==> src/rtl/qar_uart485_fifo.sv <==
// qar_uart485_fifo: RS-485 half-duplex UART with TX/RX FIFOs, a per-frame bit-period
// divider, DE/RE sequencing (lead bit and turnaround), and an idle-line interrupt.
// Optional feature macro: QAR_UART_PARITY_EN adds one parity bit after the data bits
// (even parity, or odd when parity_odd_i=1). Without it no parity bit is framed.
module qar_uart485_fifo #(
  parameter int DATA_BITS  = 8,
  parameter int TX_DEPTH   = 8,
  parameter int RX_DEPTH   = 8,
  parameter int DIV_WIDTH  = 16,
  parameter int TURN_BITS  = 1,
  parameter int IDLE_CHARS = 2
) (
  input  logic                         clk_i,
  input  logic                         rst_i,
  input  logic [DIV_WIDTH-1:0]         clk_div_i,
  input  logic                         parity_odd_i,
  input  logic                         tx_valid_i,
  output logic                         tx_ready_o,
  input  logic [DATA_BITS-1:0]         tx_data_i,
  output logic                         rx_valid_o,
  input  logic                         rx_ready_i,
  output logic [DATA_BITS-1:0]         rx_data_o,
  output logic [$clog2(TX_DEPTH):0]    tx_level_o,
  output logic [$clog2(RX_DEPTH):0]    rx_level_o,
  output logic                         rx_overrun_o,
  output logic                         rx_frame_err_o,
  output logic                         idle_irq_o,
  input  logic                         idle_ack_i,
  output logic                         uart_tx_o,
  input  logic                         uart_rx_i,
  output logic                         uart_de_o,
  output logic                         uart_re_o
);

  localparam int TXA = $clog2(TX_DEPTH);
  localparam int RXA = $clog2(RX_DEPTH);
`ifdef QAR_UART_PARITY_EN
  localparam int PAR_BITS = 1;
`else
  localparam int PAR_BITS = 0;
`endif
  localparam int FRAME_BITS = DATA_BITS + 2 + PAR_BITS;
  localparam int IDLE_BITS  = IDLE_CHARS * FRAME_BITS;
  localparam logic [DIV_WIDTH-1:0] MIN_DIV = DIV_WIDTH'(4);
  localparam logic [DIV_WIDTH-1:0] ONE_DIV = DIV_WIDTH'(1);

  typedef enum logic [2:0] {
    TX_IDLE, TX_LEAD, TX_START, TX_DATA, TX_PARITY, TX_STOP, TX_TURN
  } txState_t;

  typedef enum logic [2:0] {
    RX_IDLE, RX_START, RX_DATA, RX_PARITY, RX_STOP
  } rxState_t;

  // Divider values below 4 are clamped so mid-bit sampling always has room.
  logic [DIV_WIDTH-1:0] divEff;
  assign divEff = (clk_div_i < MIN_DIV) ? MIN_DIV : clk_div_i;

  // ---------------- TX FIFO ----------------
  logic [DATA_BITS-1:0] txMem_q [TX_DEPTH];
  logic [TXA-1:0]       txWr_q, txRd_q;
  logic [TXA:0]         txCnt_q;
  logic                 txFull, txEmpty, txPush, txPop;
  logic [DATA_BITS-1:0] txHead;

  assign txFull  = (txCnt_q == (TXA+1)'(TX_DEPTH));
  assign txEmpty = (txCnt_q == '0);
  assign txPush  = tx_valid_i && !txFull;
  assign txHead  = txMem_q[txRd_q];

  // TX FIFO storage and pointers; the serialiser pops as it enters START.
  always_ff @(posedge clk_i) begin
    if (rst_i) begin
      txWr_q  <= '0;
      txRd_q  <= '0;
      txCnt_q <= '0;
    end else begin
      if (txPush) begin
        txMem_q[txWr_q] <= tx_data_i;
        txWr_q          <= txWr_q + TXA'(1);
      end
      if (txPop) begin
        txRd_q <= txRd_q + TXA'(1);
      end
      txCnt_q <= txCnt_q + (TXA+1)'(txPush) - (TXA+1)'(txPop);
    end
  end

  // ---------------- TX serialiser ----------------
  txState_t             txState_q;
  logic [DIV_WIDTH-1:0] txDiv_q, txCyc_q;
  logic [7:0]           txBit_q;
  logic [DATA_BITS-1:0] txShift_q;
  logic                 txPar_q;
  logic                 uartTx_q, de_q;
  logic                 txBitEnd;

  assign txBitEnd = (txCyc_q == txDiv_q - ONE_DIV);
  assign txPop    = txBitEnd && !txEmpty &&
                    ((txState_q == TX_LEAD) || (txState_q == TX_STOP));

  // TX state machine with registered line and driver-enable outputs.
  always_ff @(posedge clk_i) begin
    if (rst_i) begin
      txState_q <= TX_IDLE;
      txDiv_q   <= MIN_DIV;
      txCyc_q   <= '0;
      txBit_q   <= '0;
      txShift_q <= '0;
      txPar_q   <= 1'b0;
      uartTx_q  <= 1'b1;
      de_q      <= 1'b0;
    end else begin
      if (txState_q == TX_IDLE || txBitEnd) txCyc_q <= '0;
      else                                  txCyc_q <= txCyc_q + ONE_DIV;
      case (txState_q)
        TX_IDLE: begin
          if (!txEmpty) begin
            txDiv_q   <= divEff;
            txState_q <= TX_LEAD;
            de_q      <= 1'b1;
            uartTx_q  <= 1'b1;
          end
        end
        TX_LEAD: begin
          if (txBitEnd) begin
            txState_q <= TX_START;
            uartTx_q  <= 1'b0;
            txShift_q <= txHead;
            txPar_q   <= (^txHead) ^ parity_odd_i;
          end
        end
        TX_START: begin
          if (txBitEnd) begin
            txState_q <= TX_DATA;
            uartTx_q  <= txShift_q[0];
            txShift_q <= txShift_q >> 1;
            txBit_q   <= '0;
          end
        end
        TX_DATA: begin
          if (txBitEnd) begin
            if (txBit_q == 8'(DATA_BITS-1)) begin
`ifdef QAR_UART_PARITY_EN
              txState_q <= TX_PARITY;
              uartTx_q  <= txPar_q;
`else
              txState_q <= TX_STOP;
              uartTx_q  <= 1'b1;
`endif
            end else begin
              txBit_q   <= txBit_q + 8'd1;
              uartTx_q  <= txShift_q[0];
              txShift_q <= txShift_q >> 1;
            end
          end
        end
        TX_PARITY: begin
          if (txBitEnd) begin
            txState_q <= TX_STOP;
            uartTx_q  <= 1'b1;
          end
        end
        TX_STOP: begin
          if (txBitEnd) begin
            if (!txEmpty) begin
              txState_q <= TX_START;
              uartTx_q  <= 1'b0;
              txShift_q <= txHead;
              txPar_q   <= (^txHead) ^ parity_odd_i;
            end else begin
              txState_q <= TX_TURN;
              txBit_q   <= '0;
            end
          end
        end
        TX_TURN: begin
          if (txBitEnd) begin
            if (txBit_q == 8'(TURN_BITS-1)) begin
              txState_q <= TX_IDLE;
              de_q      <= 1'b0;
            end else begin
              txBit_q <= txBit_q + 8'd1;
            end
          end
        end
        default: begin
          txState_q <= TX_IDLE;
          de_q      <= 1'b0;
          uartTx_q  <= 1'b1;
        end
      endcase
    end
  end

`ifndef QAR_UART_PARITY_EN
  logic unused_par;
  assign unused_par = txPar_q;
`endif

  // ---------------- RX deserialiser ----------------
  logic                 rxMeta_q, rxSync_q, rxPrev_q, rxFall;
  rxState_t             rxState_q;
  logic [DIV_WIDTH-1:0] rxDiv_q, rxCyc_q, rxHalf;
  logic [3:0]           rxBit_q;
  logic [DATA_BITS-1:0] rxShift_q, rxPushData_q;
  logic                 rxParErr_q, rxPush_q, rxFrameErr_q;
  logic                 rxSample;

  assign rxFall   = rxPrev_q && !rxSync_q;
  assign rxHalf   = (rxDiv_q >> 1) - ONE_DIV;
  assign rxSample = (rxCyc_q == rxDiv_q - ONE_DIV);

  // Two-flop synchroniser plus a delayed copy for falling-edge detection.
  always_ff @(posedge clk_i) begin
    if (rst_i) begin
      rxMeta_q <= 1'b1;
      rxSync_q <= 1'b1;
      rxPrev_q <= 1'b1;
    end else begin
      rxMeta_q <= uart_rx_i;
      rxSync_q <= rxMeta_q;
      rxPrev_q <= rxSync_q;
    end
  end

  // RX state machine; push and frame-error strobes are registered one cycle after the stop sample.
  always_ff @(posedge clk_i) begin
    if (rst_i) begin
      rxState_q    <= RX_IDLE;
      rxDiv_q      <= MIN_DIV;
      rxCyc_q      <= '0;
      rxBit_q      <= '0;
      rxShift_q    <= '0;
      rxParErr_q   <= 1'b0;
      rxPush_q     <= 1'b0;
      rxPushData_q <= '0;
      rxFrameErr_q <= 1'b0;
    end else begin
      rxPush_q     <= 1'b0;
      rxFrameErr_q <= 1'b0;
      case (rxState_q)
        RX_IDLE: begin
          rxCyc_q <= '0;
          if (rxFall) begin
            rxState_q  <= RX_START;
            rxDiv_q    <= divEff;
            rxParErr_q <= 1'b0;
          end
        end
        RX_START: begin
          if (rxCyc_q == rxHalf) begin
            rxCyc_q <= '0;
            rxBit_q <= '0;
            rxState_q <= rxSync_q ? RX_IDLE : RX_DATA;
          end else begin
            rxCyc_q <= rxCyc_q + ONE_DIV;
          end
        end
        RX_DATA: begin
          if (rxSample) begin
            rxCyc_q   <= '0;
            rxShift_q <= {rxSync_q, rxShift_q[DATA_BITS-1:1]};
            if (rxBit_q == 4'(DATA_BITS-1)) begin
`ifdef QAR_UART_PARITY_EN
              rxState_q <= RX_PARITY;
`else
              rxState_q <= RX_STOP;
`endif
            end else begin
              rxBit_q <= rxBit_q + 4'd1;
            end
          end else begin
            rxCyc_q <= rxCyc_q + ONE_DIV;
          end
        end
        RX_PARITY: begin
          if (rxSample) begin
            rxCyc_q    <= '0;
            rxParErr_q <= (rxSync_q != ((^rxShift_q) ^ parity_odd_i));
            rxState_q  <= RX_STOP;
          end else begin
            rxCyc_q <= rxCyc_q + ONE_DIV;
          end
        end
        RX_STOP: begin
          if (rxSample) begin
            rxCyc_q   <= '0;
            rxState_q <= RX_IDLE;
            if (rxSync_q && !rxParErr_q) begin
              rxPush_q     <= 1'b1;
              rxPushData_q <= rxShift_q;
            end else begin
              rxFrameErr_q <= 1'b1;
            end
          end else begin
            rxCyc_q <= rxCyc_q + ONE_DIV;
          end
        end
        default: rxState_q <= RX_IDLE;
      endcase
    end
  end

  // ---------------- RX FIFO ----------------
  logic [DATA_BITS-1:0] rxMem_q [RX_DEPTH];
  logic [RXA-1:0]       rxWr_q, rxRd_q;
  logic [RXA:0]         rxCnt_q;
  logic                 rxFull, rxEmpty, rxPop, rxPushOk, overrun_q;

  assign rxFull   = (rxCnt_q == (RXA+1)'(RX_DEPTH));
  assign rxEmpty  = (rxCnt_q == '0);
  assign rxPop    = rx_ready_i && !rxEmpty;
  assign rxPushOk = rxPush_q && (!rxFull || rxPop);

  // RX FIFO; a push into a full FIFO survives only if a pop frees a slot the same cycle.
  always_ff @(posedge clk_i) begin
    if (rst_i) begin
      rxWr_q    <= '0;
      rxRd_q    <= '0;
      rxCnt_q   <= '0;
      overrun_q <= 1'b0;
    end else begin
      overrun_q <= rxPush_q && rxFull && !rxPop;
      if (rxPushOk) begin
        rxMem_q[rxWr_q] <= rxPushData_q;
        rxWr_q          <= rxWr_q + RXA'(1);
      end
      if (rxPop) begin
        rxRd_q <= rxRd_q + RXA'(1);
      end
      rxCnt_q <= rxCnt_q + (RXA+1)'(rxPushOk) - (RXA+1)'(rxPop);
    end
  end

  // ---------------- Idle-line detector ----------------
  logic                 idleArmed_q, irq_q;
  logic [DIV_WIDTH-1:0] idleCyc_q;
  logic [15:0]          idleBits_q;

  // Counts quiet bit times after a received character; the later set assignment beats the ack.
  always_ff @(posedge clk_i) begin
    if (rst_i) begin
      idleArmed_q <= 1'b0;
      idleCyc_q   <= '0;
      idleBits_q  <= '0;
      irq_q       <= 1'b0;
    end else begin
      if (idle_ack_i) irq_q <= 1'b0;
      if (rxPush_q) begin
        idleArmed_q <= 1'b1;
        idleCyc_q   <= '0;
        idleBits_q  <= '0;
      end else if (rxFall) begin
        idleCyc_q  <= '0;
        idleBits_q <= '0;
      end else if (idleArmed_q && (rxState_q == RX_IDLE) && rxSync_q) begin
        if (idleCyc_q == rxDiv_q - ONE_DIV) begin
          idleCyc_q <= '0;
          if (idleBits_q == 16'(IDLE_BITS-1)) begin
            idleBits_q  <= '0;
            idleArmed_q <= 1'b0;
            irq_q       <= 1'b1;
          end else begin
            idleBits_q <= idleBits_q + 16'd1;
          end
        end else begin
          idleCyc_q <= idleCyc_q + ONE_DIV;
        end
      end
    end
  end

  assign tx_ready_o     = !txFull;
  assign tx_level_o     = txCnt_q;
  assign rx_valid_o     = !rxEmpty;
  assign rx_data_o      = rxEmpty ? '0 : rxMem_q[rxRd_q];
  assign rx_level_o     = rxCnt_q;
  assign rx_overrun_o   = overrun_q;
  assign rx_frame_err_o = rxFrameErr_q;
  assign idle_irq_o     = irq_q;
  assign uart_tx_o      = uartTx_q;
  assign uart_de_o      = de_q;
  assign uart_re_o      = !de_q;

endmodule

==> config.mk <==
export PLATFORM = sky130hd
export DESIGN_NAME = qar_uart485_fifo
export DESIGN_NICKNAME = d
export VERILOG_FILES = /design/src/rtl/qar_uart485_fifo.sv
export SDC_FILE = /design/constraint.sdc
export NUM_CORES = 1
export LEC_CHECK = 0
export CAP_MARGIN = 20
export CELL_PAD_IN_SITES_DETAIL_PLACEMENT = 0
export CELL_PAD_IN_SITES_GLOBAL_PLACEMENT = 1
export CORE_MARGIN = 3
export CORE_UTILIZATION = 27
export DETAILED_ROUTE_END_ITERATION = 8
export GPL_ROUTABILITY_DRIVEN = 0
export PLACE_DENSITY = 0.56
export RECOVER_POWER = 100
export SLEW_MARGIN = 0
export SYNTH_ARGS = -nofsm -noshare
export SYNTH_HDL_FRONTEND = slang
export SYNTH_SLANG_ARGS = --single-unit
==> constraint.sdc <==
create_clock -name clk_i -period 10.6 [get_ports clk_i]
set_input_delay 3.18 -clock clk_i [delete_from_list [all_inputs] [get_ports clk_i]]
set_output_delay 3.18 -clock clk_i [all_outputs]
set_load 0.03 [all_outputs]
==> impl_metrics.ini, run 1 <==
[outcome]
status = finished, violations left
violations = max-capacitance violations, max-slew violations

[worst_hold_path]
hold_class = register to register

[clock_network]
cts_buffer_depth = 3
cts_resized = 0
cts_buffers = 37
ctsHoldBuffers = 0
ctsRootBufferMaster = clkbuf_16
htreeDepth = 2
clk_pin_slew_worst_paths_ns = 0.06
cts_tree = done
post_cts_buffers = 0
clock_latency_ns = 0.55
cts.sinks = 303

[placed_design]
io_buffers = 54
post_dp_cell_area_sq_mm = 0.0165
pre_cts_slack_ns = 4.78
dpl.cell_count = 2229
dpl.hpwl_um = 27300

[route]
routed_wl_um = 38400
wl_met3_um = 1540
drc = 0
route.antenna.remaining_nets = 0
met1Wirelength_um = 18400
dr_wl_met2_um = 17600
top_layer_used = met4
vias_per_cell = 4.79
avgRoutedWirePerCell_um = 16.7
vias = 11000
dr.first_iter.drc_count = 575
dr.pass1.iters = 7

[yosys]
synth_cells = 1511
synth_edf_count = 128
ys_seq_area_share_pct = 48.1
syn_nets = 1570
synth_cell_type_count = 82
yosysTopAreaCell = edfxtp_1
avgSynthCellArea_sq_um = 10.1
synth_top_area_share_pct = 25.2
ys_top_cells_by_area = edfxtp_1, dfxtp_1, mux4_2
async_flop_share_pct = 0
ys_ff_latch = 303
netlist_area_sq_mm = 0.0153
synth_ff_type = dfxtp_1
yosysWarnings = 0

[critical_path]
crit_end = rxMem_q[1][6]
cp.required_ns = 10.76
setup.worst_path.start_class = input pin
worst-path-max-fanout = 53
ff2ff_path_depth = 10
cp.arrival_ns = 7.42
cp-end-kind = register
startpoint = rst_i
crit_type = input pin to register
r2r_end = rxCyc_q[11]
rrSetupSlack_ns = 5.94
r2r-start = rxDiv_q[2]

[cells_and_area]
nFillCells = 5750
stdcell_count = 2297
final_nets = 1582
final_common_cell = nand2_1
drive_above_1_share_pct = 8.52
post-route-util_pct = 31.8
regArea_sq_mm = 0.00735
final_cell_mix = nand2_1, dfxtp_1, edfxtp_1
antenna_cells = 0
stdcell_area_sq_mm = 0.0176
multi_input_area_sq_mm = 0.00731
syn2layout_area_growth_pct = 15.6

[floorplanning]
initial_core_util_pct = 27.5
dieArea_sq_mm = 0.0594
ioPinCount = 55
die_y_um = 244
rows = 86
coreArea_sq_mm = 0.0555
die_x_um = 244

[timing]
rsz0062_at_grt = no
timing.fmax_mhz = 138
post-route-period-util_pct = 68.5
fin_crit_ns = 7.26
worst_pin_slew_ns = 2.47
report.final.slew_viol_count = 149
finalHoldViolations = 0
setup_violations = 0
finClkSkew_ns = 0.0152
slew_headroom_pct = -65.0
fin_ws_ns = 3.34
setup_tns_ns = 0

[power_and_ir_drop]
max-vdd-ir-drop_v = 0.000100
leakage_nw = 5.93
p_per_area_mw_per_mm2 = 186

[grt]
gr-total-overflow = 0
first_global_vias = 10700
antenna_found_initial = 0
grt_first_pass_wirelength_um = 61200
grt_max_degree = 54
grt.total_usage_pct = 12.8

[flow_run]
maxCapViolations = 3
## logic make-up (layout without fill, tap and decap cells)
kind of cell               Yosys count  count (layout)  share of synthesized area (%)
and+or+nand+nor                    605             605                           20.2
xor gates and xnor gates           142             142                           8.97
buffers and inverters              148             186                           4.01
muxes                               71              71                           7.28
adders and majority gates           28              28                           2.39
AOI/OAI and AO/OA                  214             214                           9.00
DFF                                303             303                           48.1
## cells in the mapped netlist, types with 6 or more instances
library cell,n
nand3_1,58
a31oi_1,9
nor2b_1,11
inv_1,48
or4_1,11
o2111ai_1,9
o21ai_0,31
nand2_1,191
dfxtp_1,175
and3_1,16
and2_1,13
mux4_2,32
o211ai_1,12
o311ai_1,7
xor2_1,65
clkbuf_1,69
xnor3_1,8
ha_1,26
or3_1,15
nand2b_1,13
xnor2_1,68
nor2_4,8
o22ai_1,9
nand4_1,36
mux2i_1,39
o31ai_1,6
edfxtp_1,128
nor3b_1,8
nor4_1,21
buf_1,15
nor2_1,127
nor3_1,31
buf_2,11
and4_1,11
a21oi_1,79
a211oi_1,6
## per-layer routing
metal	GRT usage (%)	vias to the layer above
met4	3.83	0
met1	17.4	5338
met5	0	-
li1	-	5432
met3	2.25	51
met2	20.7	185
## critical path, cell delays in order
cell      delay, ns
clkbuf_1       0.88
inv_1          0.29
clkbuf_1       1.66
nand4_1        0.48
nor3_1         0.89
## area by class of cell
class,count,share of cell area (%)
clock inverter,22,1.31
sequential,303,41.7
tap,748,5.31
inverter,48,1.02
clock buffer,43,5.43
multi-input combinational,1060,41.5
timing repair buffer,73,3.81
## worst min-delay path by stage
stage | from | end | slack [ns] | cells past startpoint
after floorplan | rxMeta_q | rxSync_q | 0.39 | 1
after global placement | rxMeta_q | rxSync_q | 0.40 | 1
after detailed placement | rxMeta_q | rxSync_q | 0.40 | 1
after CTS | rxMeta_q | rxSync_q | 0.43 | 1
after global routing | rxMeta_q | rxSync_q | 0.46 | 1
final | rxMeta_q | rxSync_q | 0.43 | 1
## flip-flops by register name, summed over array words and instances, names as in the netlist, 16 cells and up, named ones only
name,flops
txCyc_q,16
txMem_q,64
rxCyc_q,16
idleCyc_q,16
txDiv_q,16
rxDiv_q,16
idleBits_q,16
rxMem_q,64
## power by group
group | leakage [nW] | internal, W | switching (W)
combinational | 2.66 | 0.000270 | 0.000403
clock | 0.574 | 0.000748 | 0.000499
sequential | 2.70 | 0.00127 | 0.0000961
total | 5.93 | 0.00229 | 0.000998
## stage by stage
stage / hold slack (ns) / total power (W)
global route: 0.458 / 0.00346
floorplan: 0.389 / 0.00188
global placement: 0.405 / 0.00206
CTS: 0.432 / 0.00334
detailed placement: 0.397 / 0.00206
finish: 0.434 / 0.00328
Power figures use the tool's default switching activity.
==> run 2, diff against run 1 <==
PLACE_DENSITY = 0.58   (was 0.56)
clock period = 5.99 ns   (was 10.6 ns; I/O delays follow)
==> impl_metrics.ini, run 2 (synthesized netlist as in run 1, its figures left out) <==
[timing]
report.final.slew_viol_count = 114
slew_headroom_pct = -19.9
timing.fmax_mhz = 208
post-route-period-util_pct = 80.4
fin_crit_ns = 4.81
hold_slack_ns = 0.434
rsz0062_at_grt = no
finalHoldViolations = 0
worst_pin_slew_ns = 1.80
setup_violations = 0
finClkSkew_ns = 0.0217
setup_tns_ns = 0

[cells_and_area]
post-route-util_pct = 31.8
final_nets = 1584
syn2layout_area_growth_pct = 15.8
final_common_cell = nand2_1
multi_input_area_sq_mm = 0.00729
drive_above_1_share_pct = 7.98
stdcell_count = 2302
nFillCells = 5707
reg_top3 = rxMem_q x64, txMem_q x64
regArea_sq_mm = 0.00735
final_cell_mix = nand2_1, dfxtp_1, edfxtp_1

[route]
routed_wl_um = 38400
dr.first_iter.drc_count = 600
drc = 0
route.antenna.remaining_nets = 0
dr.pass1.iters = 7
avgRoutedWirePerCell_um = 16.7
vias_per_cell = 4.80
vias = 11100

[placed_design]
dpl.cell_count = 2231
io_buffers = 54
dpl.hpwl_um = 27500

[floorplanning]
ioPinCount = 55
die_x_um = 244
initial_core_util_pct = 27.5
dieArea_sq_mm = 0.0594
rows = 86
die_y_um = 244
coreArea_sq_mm = 0.0555

[clock_network]
cts_resized = 0
cts_tree = done
cts.sinks = 303
ctsHoldBuffers = 0
cts_buffers = 37
post_cts_buffers = 0
clk_pin_slew_worst_paths_ns = 0.06
htreeDepth = 2
ctsRootBufferMaster = clkbuf_16
cts_buffer_depth = 3
clock_latency_ns = 0.56

[critical_path]
ff2ff_path_depth = 10
crit_type = input pin to register
cp.arrival_ns = 4.99
cp.required_ns = 6.17
worst-path-max-fanout = 31
startpoint = rst_i
setup.worst_path.start_class = input pin
r2r_end = rxCyc_q[11]
r2r-start = rxDiv_q[2]
cp-end-kind = register
rrSetupSlack_ns = 1.30
crit_end = rxMem_q[1][5]

[power_and_ir_drop]
p_per_area_mw_per_mm2 = 336
max-vdd-ir-drop_v = 0.000201
power_w = 0.00594
leakage_nw = 5.96

[grt]
antenna_found_initial = 3
grt.total_usage_pct = 12.9
first_global_vias = 10900
grt_max_degree = 82
grt_first_pass_wirelength_um = 61800
gr-total-overflow = 0

[flow_run]
maxCapViolations = 2

[outcome]
status = finished, violations left
violations = max-capacitance violations, max-slew violations

[worst_hold_path]
hold_class = register to register
## run 2: per-layer routing
metal	vias to the layer above	track usage, %	wire [um]
met5	-	0	36
met4	6	3.58	745
met3	57	2.66	1820
met2	188	21.3	18000
met1	5343	17.2	17900
li1	5465	-	-
## run 2: worst min path at each step
stage,startpoint,endpoint,slack (ns),cells after the start
after detailed placement,rxMeta_q,rxSync_q,0.40,1
after global placement,rxMeta_q,rxSync_q,0.40,1
after global routing,rxMeta_q,rxSync_q,0.44,1
after CTS,rxMeta_q,rxSync_q,0.43,1
final,rxMeta_q,rxSync_q,0.43,1
after floorplan,rxMeta_q,rxSync_q,0.39,1
## run 2: cell type report
class / count / area share, %
diodes: 1 / 0.0142
inverters: 48 / 1.02
multi-input cells: 1060 / 41.2
repair buffers: 75 / 3.69
clock inverters: 21 / 1.79
clock buffers: 46 / 5.43
flip-flops and latches: 303 / 41.6
well taps: 748 / 5.29
## run 2: critical path: stages
cell and delay [ns]:
clkbuf_1 0.52, inv_1 0.32, clkbuf_1 1.16, nand4_1 0.36
nor3_1 0.25, clkbuf_1 0.55
## run 2: metrics by stage
stage / setup slack, ns / area (sq um)
2_1_floorplan: 2.14 / 15300
3_3_place_gp: 1.71 / 16400
3_5_place_dp: 1.68 / 16400
4_1_cts: 1.05 / 17700
5_1_grt: 0.859 / 17700
6_report: 1.18 / 17700
## run 2: where the power goes
part           leakage (nW)  total, W  switching (W)  internal (W)
logic                  2.65   0.00119       0.000710      0.000478
registers              2.70   0.00241       0.000169       0.00224
clock network         0.612   0.00234       0.000919       0.00142
==> run 3, diff against run 2 <==
PLACE_DENSITY = 0.56   (was 0.58)
clock period = 4.84 ns   (was 5.99 ns; I/O delays follow)
==> impl_metrics.ini, run 3 (synthesized netlist as in run 1, its figures left out) <==
[clock_network]
ctsHoldBuffers = 0
post_cts_buffers = 0
cts.sinks = 303
cts_tree = done
htreeDepth = 2
cts_buffer_depth = 3
clk_pin_slew_worst_paths_ns = 0.06
clock_latency_ns = 0.54
cts_buffers = 37
cts_resized = 0
ctsRootBufferMaster = clkbuf_16

[route]
route.antenna.remaining_nets = 0
drc = 0
vias_per_cell = 4.77
routed_wl_um = 38300
wl_met3_um = 1400
top_layer_used = met4
dr.first_iter.drc_count = 559
avgRoutedWirePerCell_um = 16.6
vias = 11000
dr_wl_met2_um = 17900
met1Wirelength_um = 18200
dr.pass1.iters = 7

[critical_path]
cp-end-kind = primary output
setup.worst_path.start_class = register
crit_type = register to primary output
path_cells = buf_4 -> mux4_2 -> mux2i_1 -> nor2_1 -> dlygate4sd3_1
cp.required_ns = 3.39
path_buf_inv = 2
path_delay_family = buffers and inverters
crit_slowest_cell = dlygate4sd3_1
cpPeakStageDelay_ns = 0.72
worst-path-max-fanout = 10
cp.arrival_ns = 2.92

[floorplanning]
rows = 86
dieArea_sq_mm = 0.0594
die_x_um = 244
coreArea_sq_mm = 0.0555
ioPinCount = 55
die_y_um = 244
initial_core_util_pct = 27.5

[timing]
hold_slack_ns = 0.436
finalHoldViolations = 0
fin_crit_ns = 4.37
report.final.slew_viol_count = 35
worst_pin_slew_ns = 1.62
slew_headroom_pct = -7.70
fin_ws_ns = 0.471
timing.fmax_mhz = 229
finClkSkew_ns = 0.0171
rsz0062_at_grt = no
setup_tns_ns = 0
post-route-period-util_pct = 90.3
setup_violations = 0

[power_and_ir_drop]
pwr-share-seq_pct = 40.8
max-vdd-ir-drop_v = 0.000217
switchingPower_w = 0.00216
pwr-share-comb_pct = 19.8
p_per_area_mw_per_mm2 = 413
swShare_pct = 29.5
power.internal_w = 0.00516
leakage_nw = 6.00
clockPowerShare_pct = 39.5

[worst_hold_path]
hold_class = register to register

[cells_and_area]
drive_above_1_share_pct = 8.52
post-route-util_pct = 31.9
antenna_cells = 0
final_cell_mix = nand2_1, dfxtp_1, nor2_1, edfxtp_1, a21oi_1
syn2layout_area_growth_pct = 16.0
reg_top3 = rxMem_q x64, txMem_q x64
final_common_cell = nand2_1
final_nets = 1593

[grt]
antenna_found_initial = 1
grt_first_pass_wirelength_um = 62400
first_global_vias = 11000
grt.total_usage_pct = 13.0
grt_max_degree = 52
gr-total-overflow = 0

[flow_run]
maxCapViolations = 1

[placed_design]
pre_cts_slack_ns = 0.820
io_buffers = 54
dpl.hpwl_um = 27000

[outcome]
violations = max-capacitance violations, max-slew violations
status = finished, violations left
-- run 3: changes by cell type in the layout (fill, tap and decap cells not counted), sizes merged --
| cell | delta |
|---|---|
| buf | +6 |
| diode | -1 |
| clkinvlp | -1 |
| clkbuf | +9 |
| clkinv | -6 |
-- run 3: through the flow --
| step | cells | power, W | area [sq um] |
|---|---|---|---|
| after detailed placement | 2243 | 0.00453 | 16600 |
| after CTS | 2309 | 0.00747 | 17800 |
| after global placement | 2242 | 0.00452 | 16500 |
| after floorplan | 1511 | 0.00412 | 15300 |
| final | 2309 | 0.00732 | 17700 |
| after global routing | 2309 | 0.00775 | 17700 |
-- run 3: final timing paths --
path | startpoint | endpoint | slack, ns | cells past startpoint
setup reg to reg | rxDiv_q[2] | rxPushData_q[7] | 0.79 | 11
hold reg to reg | rxMeta_q | rxSync_q | 0.44 | 1
setup / recovery | register | rx_data_o[1] | 0.47 | 5
hold / removal | rxMeta_q | rxSync_q | 0.44 | 1
-- run 3: cell type report --
| class | count | area, sq um |
|---|---|---|
| clock buffer | 52 | 1030 |
| clock inverter | 14 | 228 |
| fill | 5769 | 37800 |
| inverter | 48 | 180 |
| multi-input combinational | 1060 | 7290 |
| sequential | 303 | 7350 |
| tap | 748 | 936 |
| timing repair buffer | 84 | 701 |
-- run 3: power groups by stage --
| stage | Combinational (W) | Clock, W | Sequential (W) |
|---|---|---|---|
| 6_report | 0.00145 | 0.00289 | 0.00298 |
| 4_1_cts | 0.00150 | 0.00299 | 0.00299 |
| 5_1_grt | 0.00163 | 0.00311 | 0.00301 |
| 2_1_floorplan | 0.00117 | 0 | 0.00295 |
| 3_3_place_gp | 0.00148 | 0 | 0.00304 |
| 3_5_place_dp | 0.00149 | 0 | 0.00304 |
-- run 3: per-layer routing --
| layer | vias to the layer above | global-route usage (%) |
|---|---|---|
| met4 | 0 | 3.86 |
| met3 | 48 | 2.17 |
| li1 | 5471 | - |
| met2 | 175 | 21.5 |
| met5 | - | 0 |
| met1 | 5313 | 17.5 |
